## src/rtl/wb_arb_pkg.sv

```systemverilog
// Shared types for the register-file write-port arbiter: entry layout and grant encoding.
package wb_arb_pkg;

  localparam int REG_AW = 5;
  localparam int DATA_W = 32;

  typedef struct packed {
    logic [REG_AW-1:0] rn;
    logic [DATA_W-1:0] data;
  } wb_entry_t;

  typedef enum logic [1:0] {
    GNT_NONE = 2'd0,
    GNT_W    = 2'd1,
    GNT_MDU  = 2'd2
  } gnt_e;

endpackage

```

## src/rtl/wb_port_arbiter_if.sv

```systemverilog
// Bus between the W stage / MDU / ID hazard logic and the write-port arbiter.
interface wb_port_arbiter_if;
  import wb_arb_pkg::*;

  logic              wwreg;
  logic [REG_AW-1:0] wrn;
  logic [DATA_W-1:0] wd;
  logic              mdu_valid;
  logic [REG_AW-1:0] mdu_rn;
  logic [DATA_W-1:0] mdu_data;
  logic              mdu_ready;
  logic              rf_we;
  logic [REG_AW-1:0] rf_wn;
  logic [DATA_W-1:0] rf_d;
  logic              stall_req;
  logic [REG_AW-1:0] q_rn;
  logic              q_hit;

  modport slave (
    input  wwreg, wrn, wd, mdu_valid, mdu_rn, mdu_data, q_rn,
    output mdu_ready, rf_we, rf_wn, rf_d, stall_req, q_hit
  );

  modport master (
    output wwreg, wrn, wd, mdu_valid, mdu_rn, mdu_data, q_rn,
    input  mdu_ready, rf_we, rf_wn, rf_d, stall_req, q_hit
  );

endinterface

```

## src/rtl/wb_fifo.sv

```systemverilog
// MDU result FIFO: storage, wrapping pointers, occupancy, and per-entry rn/valid
// vectors for the ID-stage pending-write lookup.
module wb_fifo
  import wb_arb_pkg::*;
#(
  parameter int DEPTH = 2
) (
  input  logic                          clk,
  input  logic                          rst,
  input  logic                          push_i,
  input  wb_entry_t                     entry_i,
  input  logic                          pop_i,
  output wb_entry_t                     head_o,
  output logic                          full_o,
  output logic                          empty_o,
  output logic [DEPTH-1:0][REG_AW-1:0]  rn_vec_o,
  output logic [DEPTH-1:0]              valid_vec_o
);

  localparam int AW = $clog2(DEPTH);
  localparam logic [AW-1:0] PTR_ONE   = AW'(1);
  localparam logic [AW:0]   CNT_ONE   = (AW+1)'(1);
  localparam logic [AW:0]   CNT_FULL  = (AW+1)'(DEPTH);
  localparam logic [AW:0]   CNT_EMPTY = (AW+1)'(0);

  wb_entry_t     mem_q [DEPTH];
  logic [AW-1:0] wr_ptr_q, wr_ptr_d;
  logic [AW-1:0] rd_ptr_q, rd_ptr_d;
  logic [AW:0]   count_q, count_d;
  logic [AW-1:0] offs_s [DEPTH];
  logic          push_ok_s, pop_ok_s;

  assign full_o    = (count_q == CNT_FULL);
  assign empty_o   = (count_q == CNT_EMPTY);
  assign push_ok_s = push_i && !full_o;
  assign pop_ok_s  = pop_i && !empty_o;
  assign head_o    = mem_q[rd_ptr_q];

  // Next-state for pointers and occupancy.
  always_comb begin
    wr_ptr_d = wr_ptr_q;
    rd_ptr_d = rd_ptr_q;
    count_d  = count_q;
    if (push_ok_s) wr_ptr_d = wr_ptr_q + PTR_ONE;
    else           wr_ptr_d = wr_ptr_q;
    if (pop_ok_s)  rd_ptr_d = rd_ptr_q + PTR_ONE;
    else           rd_ptr_d = rd_ptr_q;
    case ({push_ok_s, pop_ok_s})
      2'b10:   count_d = count_q + CNT_ONE;
      2'b01:   count_d = count_q - CNT_ONE;
      default: count_d = count_q;
    endcase
  end

  // An entry is live when its distance from the read pointer is below occupancy.
  always_comb begin
    for (int i = 0; i < DEPTH; i++) begin
      offs_s[i]      = AW'(i) - rd_ptr_q;
      valid_vec_o[i] = ({1'b0, offs_s[i]} < count_q);
      rn_vec_o[i]    = mem_q[i].rn;
    end
  end

  // Pointer, occupancy and storage registers.
  always_ff @(posedge clk) begin
    if (rst) begin
      wr_ptr_q <= {AW{1'b0}};
      rd_ptr_q <= {AW{1'b0}};
      count_q  <= CNT_EMPTY;
      for (int i = 0; i < DEPTH; i++) mem_q[i] <= '0;
    end else begin
      wr_ptr_q <= wr_ptr_d;
      rd_ptr_q <= rd_ptr_d;
      count_q  <= count_d;
      if (push_ok_s) mem_q[wr_ptr_q] <= entry_i;
    end
  end

endmodule

```

## src/rtl/wb_port_arbiter.sv

```systemverilog
// Register-file write-port arbiter: W stage has priority, MDU results drain from a
// FIFO on idle cycles, a starve counter forces a pipeline stall. WB_STATS_EN adds conflict_cnt.
module wb_port_arbiter
  import wb_arb_pkg::*;
#(
  parameter int DEPTH      = 2,
  parameter int STARVE_MAX = 4
) (
  input  logic                clk,
  input  logic                rst,
  wb_port_arbiter_if.slave    bus
`ifdef WB_STATS_EN
  ,
  output logic [31:0]         conflict_cnt
`endif
);

  localparam logic [3:0] STARVE_LIM = 4'(STARVE_MAX);

  wb_entry_t                   head_s, push_entry_s;
  logic                        full_s, empty_s;
  logic [DEPTH-1:0][REG_AW-1:0] rn_vec_s;
  logic [DEPTH-1:0]            valid_vec_s;
  logic                        w_win_s, push_s, pop_s, hit_s;
  gnt_e                        gnt_s;

  logic              rf_we_q, rf_we_d;
  logic [REG_AW-1:0] rf_wn_q, rf_wn_d;
  logic [DATA_W-1:0] rf_d_q, rf_d_d;
  logic [3:0]        starve_q, starve_d;
  logic              stall_q, stall_d;

  // Writes to r0 are architecturally void, so neither source may claim the port for them.
  assign w_win_s      = bus.wwreg && (bus.wrn != 5'd0);
  assign push_s       = bus.mdu_valid && !full_s && (bus.mdu_rn != 5'd0);
  assign pop_s        = (gnt_s == GNT_MDU);
  assign push_entry_s = '{rn: bus.mdu_rn, data: bus.mdu_data};

  wb_fifo #(.DEPTH(DEPTH)) u_fifo (
    .clk         (clk),
    .rst         (rst),
    .push_i      (push_s),
    .entry_i     (push_entry_s),
    .pop_i       (pop_s),
    .head_o      (head_s),
    .full_o      (full_s),
    .empty_o     (empty_s),
    .rn_vec_o    (rn_vec_s),
    .valid_vec_o (valid_vec_s)
  );

  // Grant selection on the current cycle's inputs.
  always_comb begin
    gnt_s = GNT_NONE;
    if (w_win_s)       gnt_s = GNT_W;
    else if (!empty_s) gnt_s = GNT_MDU;
    else               gnt_s = GNT_NONE;
  end

  // Winner's write is registered; address/data hold when nobody wins.
  always_comb begin
    rf_we_d = 1'b0;
    rf_wn_d = rf_wn_q;
    rf_d_d  = rf_d_q;
    case (gnt_s)
      GNT_W: begin
        rf_we_d = 1'b1;
        rf_wn_d = bus.wrn;
        rf_d_d  = bus.wd;
      end
      GNT_MDU: begin
        rf_we_d = 1'b1;
        rf_wn_d = head_s.rn;
        rf_d_d  = head_s.data;
      end
      default: begin
        rf_we_d = 1'b0;
        rf_wn_d = rf_wn_q;
        rf_d_d  = rf_d_q;
      end
    endcase
  end

  // Starve counter and stall request; stall rises as the counter saturates.
  always_comb begin
    starve_d = starve_q;
    stall_d  = stall_q;
    if (pop_s || empty_s)                        starve_d = 4'd0;
    else if (w_win_s && (starve_q != STARVE_LIM)) starve_d = starve_q + 4'd1;
    else                                         starve_d = starve_q;
    if (pop_s)                           stall_d = 1'b0;
    else if (starve_d == STARVE_LIM)     stall_d = 1'b1;
    else                                 stall_d = stall_q;
  end

  // Pending-write lookup; a head popped this cycle still counts until the RF is written.
  always_comb begin
    hit_s = 1'b0;
    for (int i = 0; i < DEPTH; i++) begin
      if (valid_vec_s[i] && (rn_vec_s[i] == bus.q_rn)) hit_s = 1'b1;
      else                                             hit_s = hit_s;
    end
  end

  // Output and control registers.
  always_ff @(posedge clk) begin
    if (rst) begin
      rf_we_q  <= 1'b0;
      rf_wn_q  <= 5'd0;
      rf_d_q   <= 32'd0;
      starve_q <= 4'd0;
      stall_q  <= 1'b0;
    end else begin
      rf_we_q  <= rf_we_d;
      rf_wn_q  <= rf_wn_d;
      rf_d_q   <= rf_d_d;
      starve_q <= starve_d;
      stall_q  <= stall_d;
    end
  end

  assign bus.mdu_ready = !full_s;
  assign bus.rf_we     = rf_we_q;
  assign bus.rf_wn     = rf_wn_q;
  assign bus.rf_d      = rf_d_q;
  assign bus.stall_req = stall_q;
  assign bus.q_hit     = (bus.q_rn != 5'd0) && hit_s;

`ifdef WB_STATS_EN
  logic [31:0] conflict_q, conflict_d;

  // Cycles where the W stage held the port while MDU results were waiting.
  always_comb begin
    conflict_d = conflict_q;
    if (w_win_s && !empty_s) conflict_d = conflict_q + 32'd1;
    else                     conflict_d = conflict_q;
  end

  // Conflict statistics register.
  always_ff @(posedge clk) begin
    if (rst) conflict_q <= 32'd0;
    else     conflict_q <= conflict_d;
  end

  assign conflict_cnt = conflict_q;
`endif

endmodule

```

## src/flat_wrapper.sv

```systemverilog
// flat-port wrapper written by rule: the top's interface ports become plain ports
module wb_port_arbiter_flat import wb_arb_pkg::*;
#(
  parameter int DEPTH      = 2,
  parameter int STARVE_MAX = 4
)
  (clk, rst, bus_wwreg, bus_wrn, bus_wd, bus_mdu_valid, bus_mdu_rn, bus_mdu_data, bus_q_rn, bus_mdu_ready, bus_rf_we, bus_rf_wn, bus_rf_d, bus_stall_req, bus_q_hit);
  wb_port_arbiter_if bus_i ();
  input  logic clk;
  input  logic rst;
  input wire logic [$bits(bus_i.wwreg)-1:0] bus_wwreg;
  input wire logic [$bits(bus_i.wrn)-1:0] bus_wrn;
  input wire logic [$bits(bus_i.wd)-1:0] bus_wd;
  input wire logic [$bits(bus_i.mdu_valid)-1:0] bus_mdu_valid;
  input wire logic [$bits(bus_i.mdu_rn)-1:0] bus_mdu_rn;
  input wire logic [$bits(bus_i.mdu_data)-1:0] bus_mdu_data;
  input wire logic [$bits(bus_i.q_rn)-1:0] bus_q_rn;
  output wire logic [$bits(bus_i.mdu_ready)-1:0] bus_mdu_ready;
  output wire logic [$bits(bus_i.rf_we)-1:0] bus_rf_we;
  output wire logic [$bits(bus_i.rf_wn)-1:0] bus_rf_wn;
  output wire logic [$bits(bus_i.rf_d)-1:0] bus_rf_d;
  output wire logic [$bits(bus_i.stall_req)-1:0] bus_stall_req;
  output wire logic [$bits(bus_i.q_hit)-1:0] bus_q_hit;
  assign bus_i.wwreg = bus_wwreg;
  assign bus_i.wrn = bus_wrn;
  assign bus_i.wd = bus_wd;
  assign bus_i.mdu_valid = bus_mdu_valid;
  assign bus_i.mdu_rn = bus_mdu_rn;
  assign bus_i.mdu_data = bus_mdu_data;
  assign bus_i.q_rn = bus_q_rn;
  assign bus_mdu_ready = bus_i.mdu_ready;
  assign bus_rf_we = bus_i.rf_we;
  assign bus_rf_wn = bus_i.rf_wn;
  assign bus_rf_d = bus_i.rf_d;
  assign bus_stall_req = bus_i.stall_req;
  assign bus_q_hit = bus_i.q_hit;
  wb_port_arbiter #(.DEPTH(DEPTH), .STARVE_MAX(STARVE_MAX)) u_core (.clk(clk), .rst(rst), .bus(bus_i));
endmodule
```

## config.mk

```make
export PLATFORM = sky130hd
export DESIGN_NAME = wb_port_arbiter_flat
export DESIGN_NICKNAME = d
export VERILOG_FILES = /design/src/rtl/wb_arb_pkg.sv /design/src/rtl/wb_port_arbiter_if.sv /design/src/rtl/wb_fifo.sv /design/src/rtl/wb_port_arbiter.sv /design/src/flat_wrapper.sv
export SDC_FILE = /design/constraint.sdc
export NUM_CORES = 1
export LEC_CHECK = 0
export CORE_ASPECT_RATIO = 1.75
export CORE_UTILIZATION = 45
export DETAILED_ROUTE_END_ITERATION = 8
export DONT_BUFFER_PORTS = 1
export HOLD_SLACK_MARGIN = 0.08
export PLACE_DENSITY = 0.64
export SLEW_MARGIN = 25
export SYNTH_ARGS = -nofsm -noshare
export SYNTH_HDL_FRONTEND = slang
export SYNTH_SLANG_ARGS = --single-unit
```

## constraint.sdc

```tcl
create_clock -name clk -period 7.7 [get_ports clk]
set_input_delay 1.54 -clock clk [delete_from_list [all_inputs] [get_ports clk]]
set_output_delay 1.54 -clock clk [all_outputs]
set_load 0.03 [all_outputs]
```

* Yosys cells after proc, flatten, opt, wreduce, memory -nomap -nowiden
Memories as Yosys holds them, arrays and structs flattened. A register that Yosys moved wholly into a read port is not among the register bits. Cells that the tools add are included.
Word-level totals: register bits 47, memory bits (writable) 74, bits of input ports 83, output and inout bits 41, logic and storage cells 68, memories kept 1
Operators by class: add/sub/neg operators 7, $lt $le $gt $ge 2, equal/unequal tests 9, multiplexer cells 20, reduce and logical (&&, ||, !) cells 21
Memories:
- u_core.u_fifo.mem_q | depth 2, width 37, rd ports 3, clocked after Yosys merged registers in 1, write ports 2, line wb_fifo.sv:26 | wb_entry_t mem_q [DEPTH];
Operators by type and width (count):
- 32-bit one-hot mux with 2 select lines | 1
- 37-bit 2-to-1 mux | 1
- 37-bit OR reduction | 1
- 5-bit nonzero test | 3
- 1-bit 2-to-1 mux | 12
- 5-bit == test | 2
- 5-bit one-hot mux with 2 select lines | 1
- 1-bit logical AND | 9
- 4-bit 2-to-1 mux | 2
- 2-bit == test (second input constant) | 3
- 4-bit by 1-bit adder with 4-bit output (second input constant) | 1
- 2-bit by 1-bit == test with 1-bit output (second input constant) | 2
- 4-bit by 3-bit == test with 1-bit output (second input constant) | 1
- 1-bit by 2-bit < comparator with 1-bit output | 2
- 2-bit 2-to-1 mux | 2
- 4-bit by 3-bit inequality test with 1-bit output (second input constant) | 1
- 2-bit one-hot mux with 2 select lines | 1
- 2-bit nonzero test | 2
- 2-bit OR reduction | 2
- 1-bit adder (second input constant) | 2
- 2-bit by 1-bit adder with 2-bit output (second input constant) | 1
- 1-bit logical NOT | 2
- 2-bit logical NOT | 1
- 1-bit subtractor (first input constant) | 2
- other kinds (2) | 2

* Longest topological paths before layout
depth in word-level cells 10, mapped depth 8, depth with buffers taken out 7

* Cells and area by module
Synthesis repeated with hierarchy kept, for this count alone.
Second synthesis, totals: cell total of the unflattened synthesis 504, area, all modules 5674.2 um^2
Modules (own cells, without submodules):
- wb_fifo | times used 1, cells an instance 279, area each 3572.2 um^2, sequential area each 2322.2 um^2
- wb_port_arbiter | times used 1, cells an instance 225, area each 2102.0 um^2, sequential area each 860.8 um^2

* Least setup slack after synthesis
Ideal clock, no wire load.
path kind input to output, start point input bus_q_rn[3], end point output bus_q_hit, arrival 2.625 ns, data required time 6.160 ns, path slack 3.535 ns, stages on the path 4, path buffers 0, cells stage by stage xor2_1 > or4_1 > nor3_1 > o22a_1
On the way: word-level cells in the longest chain between the ends 5, elaborated cells on any way between the ends 8, classes of those cells eq/ne: 2; mux: 2; reduce/logical: 4
RTL lines:
- from (decl) | line flat_wrapper.sv:17 | input wire logic [$bits(bus_i.q_rn)-1:0] bus_q_rn;
- 5-bit == test | line wb_port_arbiter.sv:100 | if (valid_vec_s[i] && (rn_vec_s[i] == bus.q_rn)) hit_s = 1'b1;
- 1-bit logical AND | line wb_port_arbiter.sv:100
- 1-bit 2-to-1 mux (2 in series) | line wb_port_arbiter.sv:100
- 1-bit logical AND (*) | line wb_port_arbiter.sv:127 | assign bus.q_hit = (bus.q_rn != 5'd0) && hit_s;
- to (decl) | line flat_wrapper.sv:23 | output wire logic [$bits(bus_i.q_hit)-1:0] bus_q_hit;
Mark *: on every way between the ends. The rest lies on a longest branch, timed or not.

* Worst setup path after layout
Same ends and word-level chain as after synthesis.

==> results.md <==
* Status: complete, no violations
* Worst skew pair latency at 0.41 ns
* Final worst slack at 3.49 ns
* Clock share of power at 0.353
* Worst R2R End: u_core.u_fifo.mem_q[1][20]
* Final instance area at 6160 um2
* Hold buffers post-CTS at 0
* Clk_skew at 0.00663 ns
* Clock sink count at 122
* Cell taking the most area after synthesis: edfxtp_1
* Die Area at 12500 um2
* I/O pins at 124
* WHS Endpoint: u_core.u_fifo.rd_ptr_q
* Final setup fails at 0
* Port Buffers at 0
* Synth Flop Type: edfxtp_1
* Type of the worst min-delay path: flip-flop to flip-flop
* Pins Over Slew Limit at 0
* First-pass GRT wire length at 18500 um
* Initial Util at 0.466
* WHS at 0.565 ns
* Pre-CTS setup slack at 3.51 ns
* Synth area leaders: edfxtp_1 41%, dfxtp_1 18%, and2_1 8.5%, mux2i_1 7.2%, nand2_1 5.1%
* Worst Hold Launch: u_core.u_fifo.rd_ptr_q
* Synth top area share at 0.409
* Worst rel slew slack at 0.346
* Largest net degree at the start of global routing at 50
* Crit path DAT at 2.67 ns
* RSZ-0062 raised after global routing: false
* CP required at 6.16 ns
* Post-synth top cells: 74 x and2_1, 74 x edfxtp_1, 74 x nand2_1
* Share of cells above drive strength 1 at 0.102
* Die Wd at 85.0 um
* Synth Instances at 484
* Crit end category: output port
* Power density over cell area at 366 nW/um2
* Mean Syn Cell Area at 11.2 um2
* Netlist cell types at 39
* Postcts setup bufs at 0
* Remaining global-route overflow at 0
* Gpl congestion at 0.747
* Initial antenna violation count at 0
* Clock root buffer: clkbuf_16
* Seq pwr share at 0.435
* Area delta synth->final at 13.6%
* Worst-path fanout max at 3
* Syn nets at 570
* FF-to-FF setup slack at 5.19 ns
* Switch share at 0.330
* Placed instance area at 5550 um2
* FF+latch count, synth at 122
* Detailed-route wire length at 11800 um
* F_max at 238 MHz
* Via density at 5.68
* Fraction of registers with async set/reset at 0
* Internal power at 1.51 mW
* Synth Cell Area at 5430 um2
* Max-Cap Viols at 0
* Drt initial violations at 122
* CTS Buf Count at 17
* Final Hold Violating Endpoints at 0
* Detail Route Antenna Nets at 0
* Crit path kind: input pin to output port
* Clock buffer depth at 2
* DPL Wire Length at 7770 um
* H-tree depth at 4
* WHS Path Cells at 2
* Nets at 564
* Total GRT Usage at 0.199
* CORE AREA at 11600 um2
* Warnings from Yosys at 0
* Setup TNS at 0 ns
* Clk pin slew, worst setup/hold paths at 0.06 ns
* Period utilization at 0.547
* DR vias at 3553
* Register-to-Register Path Depth at 4
* Post-layout min period at 4.21 ns
* CTS resizes at 0
* Vias in the first global route at 3732
* Max rail drop VDD at 0.193 mV
* Pre-antenna DRT Iters at 4
* CTS tree: done
* WL/cell at 18.8 um
* Die Y at 147 um
* Worst Setup Start Kind: input pin
* Worst r2r src: u_core.u_fifo.count_q[0]
* Combinational fraction of design power at 0.211
* Total Power at 2.25 mW
* Leak at 2.24 nW
* Worst slew pin tran at 0.981 ns
* Sequential share of the synthesized area at 0.587
* Ant. Diodes at 0
* # DRC at 0
* Post-synth EDFFs at 74
* Sw power at 0.745 mW
* Row count at 52
cells by family (layout without fill, tap and decap cells):
family | Yosys count | after routing | synth area share
and+or+nand+nor | 180 | 180 | 0.171
DFF | 122 | 122 | 0.587
AOI/OAI and AO/OA | 90 | 90 | 0.109
muxes | 40 | 40 | 0.0740
buffers and inverters | 35 | 42 | 0.0302
xor gates and xnor gates | 14 | 14 | 0.0226
adders and majority gates | 3 | 3 | 0.00692
power by group through the flow:
stage	clock, mW	combinational, mW	sequential [mW]
after global routing	0.836	0.534	0.994
final	0.796	0.476	0.981
after CTS	0.805	0.483	0.983
after floorplan	0	0.389	0.971
after detailed placement	0	0.482	0.996
after global placement	0	0.466	0.992
flip-flops by register name (all words and copies together), names as in the netlist, named ones only:
register / cells
u_core.u_fifo.wr_ptr_q: 1
u_core.u_fifo.mem_q: 74
u_core.u_fifo.rd_ptr_q: 1
u_core.bus.rf_wn: 5
u_core.bus.rf_d: 32
u_core.starve_q: 4
u_core.bus.stall_req: 1
u_core.bus.rf_we: 1
u_core.u_fifo.count_q: 2
layout by cell type (no fill, tap or decap), drive strengths merged:
cell type / Yosys / final
dfxtp: 48 / 48
and2: 74 / 74
nor2: 10 / 10
nand3b: 1 / 1
nor2b: 1 / 1
nor3b: 2 / 2
a21oi: 43 / 43
mux2: 1 / 1
nand2b: 2 / 2
nor4b: 1 / 1
clkinv: 0 / 3
or4: 3 / 3
or2: 3 / 3
nand3: 2 / 2
clkinvlp: 0 / 5
clkbuf: 17 / 21
bufinv: 0 / 1
xnor2: 5 / 5
o2111ai: 1 / 1
inv: 2 / 4
o21ai: 3 / 3
mux2i: 39 / 39
nand2: 74 / 74
nor4: 1 / 1
or3: 3 / 3
ha: 3 / 3
edfxtp: 74 / 74
a211oi: 1 / 1
o41ai: 1 / 1
o211ai: 38 / 38
o21bai: 1 / 1
o41a: 1 / 1
nor3: 3 / 3
buf: 16 / 8
xor2: 9 / 9
o22a: 1 / 1
stage by stage:
stage / std cells / utilization
final: 626 / 0.529
after global routing: 626 / 0.529
after CTS: 625 / 0.529
after detailed placement: 593 / 0.476
after global placement: 592 / 0.474
after floorplan: 484 / -
worst max path at each step:
stage                start        end  slack [ns]  depth (start not counted)
2_1_floorplan  bus_q_rn[3]  bus_q_hit        3.53                          4
3_3_place_gp   bus_q_rn[3]  bus_q_hit        3.50                          4
3_5_place_dp   bus_q_rn[3]  bus_q_hit        3.51                          4
4_1_cts        bus_q_rn[3]  bus_q_hit        3.49                          4
5_1_grt        bus_q_rn[3]  bus_q_hit        3.47                          4
6_report       bus_q_rn[3]  bus_q_hit        3.49                          4
worst max-delay path, stage by stage:
cell	delay, ns
xor2_1	0.12
or4_1	0.50
nor3_1	0.15
o22a_1	0.35
final cells by class:
| cell class | count | area, um2 |
|---|---|---|
| Timing Repair Buffer | 8 | 80.1 |
| Fill cell | 1005 | 5480 |
| Sequential cell | 122 | 3180 |
| Multi-Input combinational cell | 327 | 2110 |
| Tap cell | 135 | 169 |
| Clock buffer | 21 | 503 |
| Inverter | 2 | 7.51 |
| Clock inverter | 11 | 108 |
routing by layer:
layer | track usage | routed length (um)
met1 | 0.204 | 4350
met2 | 0.361 | 6470
met3 | 0.0652 | 640
met4 | 0.0898 | 301
met5 | 0 | 0
Note: power is estimated with default switching activity, not from simulation.
